`src/rtl/trace_event_monitor.sv`:
```
// Cycle-stamped event recorder: captures a watched vector into a FIFO and
// drains it over a valid/ready stream, counting captures lost to a full queue.
module trace_event_monitor #(
   parameter int WIDTH    = 8,
   parameter int TS_WIDTH = 32,
   parameter int DEPTH    = 16,
   parameter int LIMIT    = 1000
) (
   input  logic                     clk,
   input  logic                     rst,
   input  logic                     run,
   input  logic                     mode,
   input  logic [WIDTH-1:0]         watch,
   output logic                     out_valid,
   input  logic                     out_ready,
   output logic [TS_WIDTH-1:0]      out_ts,
   output logic [WIDTH-1:0]         out_value,
   output logic [$clog2(DEPTH):0]   level,
   output logic [15:0]              drops,
   output logic                     done
);
   localparam int AW = $clog2(DEPTH);
   localparam int LW = AW + 1;
   localparam int EW = TS_WIDTH + WIDTH;
   localparam logic [TS_WIDTH-1:0] LIMIT_TS   = TS_WIDTH'(LIMIT);
   localparam logic [LW-1:0]       FULL_LEVEL = LW'(DEPTH);

   logic [EW-1:0]       mem_q [DEPTH];
   logic [TS_WIDTH-1:0] ts_q, ts_d;
   logic [WIDTH-1:0]    prev_q, prev_d;
   logic                done_q, done_d;
   logic [15:0]         drops_q, drops_d;
   logic [AW-1:0]       wr_ptr_q, wr_ptr_d;
   logic [AW-1:0]       rd_ptr_q, rd_ptr_d;
   logic [LW-1:0]       level_q, level_d;

   logic active, capture, pop, full, push, drop;

   always_comb begin
      active  = run && !done_q;
      capture = active && (mode || (watch != prev_q));
      pop     = (level_q != '0) && out_ready;
      full    = (level_q == FULL_LEVEL);
      // A pop in the same cycle frees the slot, so a full queue can still accept.
      push    = capture && (!full || pop);
      drop    = capture && full && !pop;

      ts_d     = ts_q;
      prev_d   = prev_q;
      done_d   = done_q;
      drops_d  = drops_q;
      wr_ptr_d = wr_ptr_q;
      rd_ptr_d = rd_ptr_q;
      level_d  = level_q;

      if (!run) begin
         ts_d   = '0;
         prev_d = '0;
         done_d = 1'b0;
      end else if (active) begin
         prev_d = watch;
         if ((LIMIT != 0) && (ts_q == LIMIT_TS)) begin
            done_d = 1'b1;
         end else begin
            ts_d = ts_q + TS_WIDTH'(1);
         end
      end

      if (push) begin
         wr_ptr_d = wr_ptr_q + AW'(1);
      end
      if (pop) begin
         rd_ptr_d = rd_ptr_q + AW'(1);
      end
      case ({push, pop})
         2'b10:   level_d = level_q + LW'(1);
         2'b01:   level_d = level_q - LW'(1);
         default: level_d = level_q;
      endcase

      if (drop && (drops_q != 16'hFFFF)) begin
         drops_d = drops_q + 16'd1;
      end
   end

   always_ff @(posedge clk) begin
      if (rst) begin
         ts_q     <= '0;
         prev_q   <= '0;
         done_q   <= 1'b0;
         drops_q  <= '0;
         wr_ptr_q <= '0;
         rd_ptr_q <= '0;
         level_q  <= '0;
      end else begin
         ts_q     <= ts_d;
         prev_q   <= prev_d;
         done_q   <= done_d;
         drops_q  <= drops_d;
         wr_ptr_q <= wr_ptr_d;
         rd_ptr_q <= rd_ptr_d;
         level_q  <= level_d;
      end
   end

   // Storage is never cleared; only the pointers and level define validity.
   always_ff @(posedge clk) begin
      if (push && !rst) begin
         mem_q[wr_ptr_q] <= {ts_q, watch};
      end
   end

   assign out_valid            = (level_q != '0);
   assign {out_ts, out_value}  = mem_q[rd_ptr_q];
   assign level                = level_q;
   assign drops                = drops_q;
   assign done                 = done_q;
endmodule

```
`config.mk`:
```
export PLATFORM = sky130hd
export DESIGN_NAME = trace_event_monitor
export DESIGN_NICKNAME = d
export VERILOG_FILES = /design/src/rtl/trace_event_monitor.sv
export SDC_FILE = /design/constraint.sdc
export NUM_CORES = 1
export LEC_CHECK = 0
export BUFFER_PORTS_ARGS = -buffer_cell sky130_fd_sc_hd__buf_2
export CORE_ASPECT_RATIO = 1.4
export CORE_UTILIZATION = 50
export CTS_CLUSTER_DIAMETER = 40
export DETAILED_ROUTE_END_ITERATION = 8
export MAX_ROUTING_LAYER = met4
export PLACE_DENSITY = 0.78
export SYNTH_ARGS = -nofsm -noshare
export SYNTH_HDL_FRONTEND = slang
export SYNTH_SLANG_ARGS = --single-unit
```
`constraint.sdc`:
```
create_clock -name clk -period 3.7 [get_ports clk]
set_clock_uncertainty 0.2 [all_clocks]
set_input_delay 0.185 -clock clk [delete_from_list [all_inputs] [get_ports clk]]
set_output_delay 0.185 -clock clk [all_outputs]
set_load 0.01 [all_outputs]
```
==> reports/metrics.cfg, run 1 <==
[outcome]
outcome = complete, no violations

[die]
core_um2 = 55300
die_y_um = 282
initial_core_util_pct = 50.5
rows = 102
io_pins = 76
chipWidth_um = 202
die_area_um2 = 56800

[clocking]
clk_latency_ps = 620
cts_max_level = 2
tritoncts = built
cts-root-buf = clkbuf_16
post_cts_buffers = 0
clockBufferDepth = 3
clk_pin_slew_ps = 60
cts_resized = 0
cts_buffers = 61
cts_sinks = 714

[placed_design]
globalplace.congestion = 0.798
port-buffer-count = 75
place_ws_ps = 613
dp_hpwl_um = 32400
dp.cells = 2134

[drt]
viasPerCell = 6.22
wire_per_inst_um = 26.7
drt-total-wl_um = 60500
via_count = 14100
drc = 0
first_pass_iters = 5
ant_nets = 0
drt_iter0_markers = 1519

[pwr]
leakagePower_nw = 9.33
power_density_nw_per_um2 = 572
combPwrFrac_pct = 15.0
netSwitchingPower_mw = 4.27
vdd_drop_max_uv = 447
internal_power_mw = 13.9
p_clk_share_pct = 36.0
p_seq_share_pct = 49.0
swShare_pct = 23.5
power_mw = 18.2

[layout]
seq_area_um2 = 20700
layout.nets = 1505
fillers = 3803
multi_input_area_um2 = 7020
drive_gt1_share_pct = 29.8
area_growth_pct = 13.6
stdcell_count = 2262
final_util_pct = 57.4

[setup_path]
reg2reg_from = ts_q[0]
cp_max_fo = 76
worst_setup_path_start_kind = flop
worstSetupEndpointType = output pin
worstSetupPathType = reg2out
cp.required_ps = 3310
crit_arrival_ps = 2910

[worst_hold_path]
hold_class = in2reg
min-delay-start = mode

[logic_synthesis]
yosysSeqAreaShare_pct = 74.1
synth_seq_cells = 714
avgSynthCellArea_um2 = 20.6
syn_inst = 1357
synthDistinctLibCells = 54
synth_fp_nets = 1382
ys_warn_count = 0
syn_area_um2 = 27900
async_flop_share_pct = 0
synth-edff-count = 640
synth_ff_type = edfxtp_1

[timing]
slew_headroom_pct = 21.2
tightest_slew_ps = 1180
post-route-min-period_ps = 3300
finalSetupViolCount = 0
hold_violations = 0
max_freq_ghz = 0.303
rsz0062_at_grt = false
slew_viol_final = 0
postLayoutSetupSlackWorst_ps = 402
fin_crit_sh_pct = 89.1
setup_tns_ps = 0

[global_routing]
grt_pass1_wl_um = 89800
grt_max_degree = 77
track_usage_pct = 22.2
antenna_found_initial = 3
overflow = 0
grt_pass1_vias = 14400

[run]
drv_cap = 0

## Yosys cell counts, drive strengths merged, types with 11 or more instances
library cell	instances	area (um2)
mux2	17	191
or4	17	128
o31ai	17	133
nor4	18	113
nor2b	16	100
ha	11	138
nand3	25	135
nand2	32	120
dfxtp	74	1480
edfxtp	640	19200
buf	33	169
a21oi	25	125
mux4	200	4500
nand4	17	113
clkbuf	35	133
mux2i	15	163
nor2	62	233
## cells in the final DEF (no fill, tap or decap), types with 8 or more instances in the layout
cell,instances
edfxtp_1,640
mux4_2,200
buf_2,75
dfxtp_1,70
clkbuf_16,62
nor2_1,46
nand2_1,32
buf_4,29
a21oi_1,25
nand3_1,23
nor4_1,18
or4_1,17
mux2_2,17
nand4_1,16
nor2_4,16
nor2b_1,16
o31ai_1,15
mux2i_1,14
buf_12,13
clkbuf_1,12
ha_1,11
dlygate4sd3_1,11
inv_1,10
xnor2_1,10
nand2b_1,10
o21ai_0,10
xor2_1,10
clkinv_2,10
clkinv_1,8
## path summary, 6_finish.rpt
path                                    to  slack (ps)  depth (start not counted)
worst min-delay path              level[4]         240                          6
worst max-delay path            out_ts[27]         400                          4
worst min register to register   prev_q[5]         330                          2
worst max register to register    ts_q[13]         510                          8
## logic make-up after synthesis
kind of cell | Yosys count | share of synthesized area (%)
flops | 714 | 74.1
mux | 232 | 17.4
simple gates | 233 | 4.51
fa+ha+maj | 12 | 0.564
xor+xnor | 20 | 0.627
buf+inv | 78 | 1.21
compound gates | 68 | 1.57
## through the flow
stage / instance area [um2] / hold WS, ps
after floorplan: 27900 / 83.9
after global placement: 29500 / 298
after detailed placement: 29500 / 315
after CTS: 31700 / 200
after global routing: 31700 / 277
final: 31700 / 237
## cell type report
class	count	area share (%)
inverter	10	0.118
multi-input combinational	565	22.1
timing repair buffer	128	3.04
antenna	3	0.0237
sequential	714	65.3
clock inverter	37	1.35
clock buffer	77	5.16
tap	728	2.87
## timing repair
item	4_1_cts	5_1_grt
hold buffers	11	0
endpoints found under the hold margin	146	0
endpoints found under the setup margin	0	0
## state kept, by name (all words and copies together), names as in the netlist, named ones only
register and cells:
mem_q 640, ts_q 32, drops 16, prev_q 8, level 5, rd_ptr_q 4
wr_ptr_q 4, done 1
## power groups by stage
stage	clock (mW)	sequential [mW]	combinational (mW)
after floorplan	0	9.03	2.08
after global placement	0	9.06	2.70
after detailed placement	0	9.08	2.74
after CTS	6.63	8.90	2.78
after global routing	6.89	8.91	2.93
final	6.54	8.90	2.72
## layer usage
metal | track usage (%) | part of all wire, %
met4 | 9.62 | 4.2
met2 | 38.0 | 53
met5 | - | 0
met3 | 3.28 | 6.8
met1 | 26.2 | 36
## worst max-delay path: stages, from the launching register on
cell and delay, ps:
dfxtp_4 410, buf_12 450, mux4_2 620, mux4_2 510
buf_2 160
Power figures use the tool's default switching activity.
==> run 2, diff against run 1 <==
Settings changed: CORE_UTILIZATION 50 to 56, PLACE_DENSITY 0.78 to 0.85.
==> reports/metrics.cfg, run 2 (synthesis results as in run 1) <==
[run]
drv_cap = 0  ; unchanged

[clocking]
cts_sinks = 714  ; unchanged
cts_max_level = 3  ; +1
cts_buffers = 68  ; +11%
tritoncts = built
clockBufferDepth = 3  ; unchanged
cts-root-buf = clkbuf_16
clk_pin_slew_ps = 60  ; about the same
cts_resized = 0  ; unchanged
clk_latency_ps = 620  ; about the same

[setup_path]
cp.required_ps = 4010  ; +700 ps
worst_setup_path_start_kind = flop
worstSetupPathType = reg2reg
r2r_setup_slack_ps = 80  ; -430 ps
cp_max_fo = 20  ; -74%
crit_arrival_ps = 3940  ; +1030 ps
worstSetupEndpointType = flop

[pwr]
power_mw = 18.6  ; +2.4%
vdd_drop_max_uv = 348  ; -22%
leakagePower_nw = 9.39  ; +0.64%
power_density_nw_per_um2 = 585  ; +2.2%

[drt]
first_pass_iters = 5  ; unchanged
wire_per_inst_um = 31.3  ; +17%
drt-total-wl_um = 68200  ; +13%
via_count = 14900  ; +5.9%
viasPerCell = 6.84  ; +10%
ant_nets = 0  ; unchanged
drc = 0  ; unchanged
drt_iter0_markers = 2316  ; +52%

[timing]
slew_headroom_pct = 16.9  ; -4.4 points
hold_violations = 0  ; unchanged
post-route-min-period_ps = 3620  ; +327 ps
max_freq_ghz = 0.276  ; -9.0%
rsz0062_at_grt = false
fin_crit_sh_pct = 98.0  ; +8.8 points
setup_tns_ps = 0  ; unchanged
tightest_slew_ps = 1240  ; +56.0 ps
finalSetupViolCount = 0  ; unchanged
slew_viol_final = 0  ; unchanged

[layout]
final_cell_mix = edfxtp_1, mux4_2, buf_2
final_util_pct = 64.7  ; +7.3 points
mostFrequentLayoutCell = edfxtp_1
largest_register_ffs = 640  ; unchanged
stdcell_count = 2177  ; -3.8%
regMostFlops = mem_q
drive_gt1_share_pct = 30.1  ; +0.22 points
layout.nets = 1509  ; +0.27%
insertedDiodeCount = 0  ; -3
fillers = 2897  ; -24%
area_growth_pct = 13.8

[die]
die_area_um2 = 50800  ; -11%
initial_core_util_pct = 56.9  ; +6.3 points
io_pins = 76  ; unchanged
core_um2 = 49100  ; -11%
rows = 96  ; -5.9%
chipWidth_um = 191  ; -5.5%
die_y_um = 266  ; -5.5%

[placed_design]
globalplace.congestion = 0.806  ; +0.95%
dp_hpwl_um = 33100  ; +2.1%
dp.cells = 2040  ; -4.4%
port-buffer-count = 75  ; unchanged

[global_routing]
antenna_found_initial = 0  ; -3
grt_pass1_wl_um = 101000  ; +12%
grt_max_degree = 95  ; +23%
overflow = 0  ; unchanged
grt_pass1_vias = 15600  ; +8.0%
track_usage_pct = 28.7  ; +6.6 points

[worst_hold_path]
hold_class = in2reg

[outcome]
outcome = complete, no violations

## run 2: critical path: stages (launching register included)
cell and delay (ps):
dfxtp_1 530, inv_1 210, ha_1 170, nor4b_1 530
nand4_1 360, o31ai_4 710, buf_4 380, nand2_1 130
a21oi_1 300
## run 2: worst paths after layout
kind	startpoint	end	cells after the start
max reg2reg	ts_q[1]	ts_q[1]	8
min reg2reg	drops[12]	drops[12]	2
min	mode	level[4]	6
max	ts_q[1]	ts_q[1]	8
## run 2: metrics by stage
step	hold WS [ps]	setup slack [ps]	instance area, um2
2_1_floorplan	83.9	20.5	27900
3_3_place_gp	298	745	29500
3_5_place_dp	318	555	29500
4_1_cts	276	224	31800
5_1_grt	315	38.2	31800
6_report	310	75.1	31800
## run 2: routing by layer
metal  GRT usage [%]  routed length [um]  vias up
met4            16.0                4040        0
met5               -                   0        -
li1                -                   -     5911
met1            34.0               22700     7543
met3            5.15                6480      311
met2            46.6               35000     1136
## run 2: report_power, final
part,leakage (nW),internal [mW],switching [mW]
Combinational,2.40,1.47,1.33
Clock,1.07,3.80,3.08
Sequential,5.91,8.80,0.116
Total,9.39,14.1,4.53
## run 2: layout make-up
cell class	instances	area (um2)	area share (%)
clock buffer	91	1880	5.91
timing repair buffer	125	1020	3.20
sequential	714	20700	65.2
tap	637	797	2.51
multi-input combinational	565	7020	22.1
inverter	10	37.5	0.118
clock inverter	35	325	1.02
## run 2: timing repair
item | 4_1_cts | 5_1_grt
buffers inserted | 0 | 0
endpoints found under the hold margin | 151 | 0
hold buffers | 11 | 0
endpoints found under the setup margin | 0 | 1
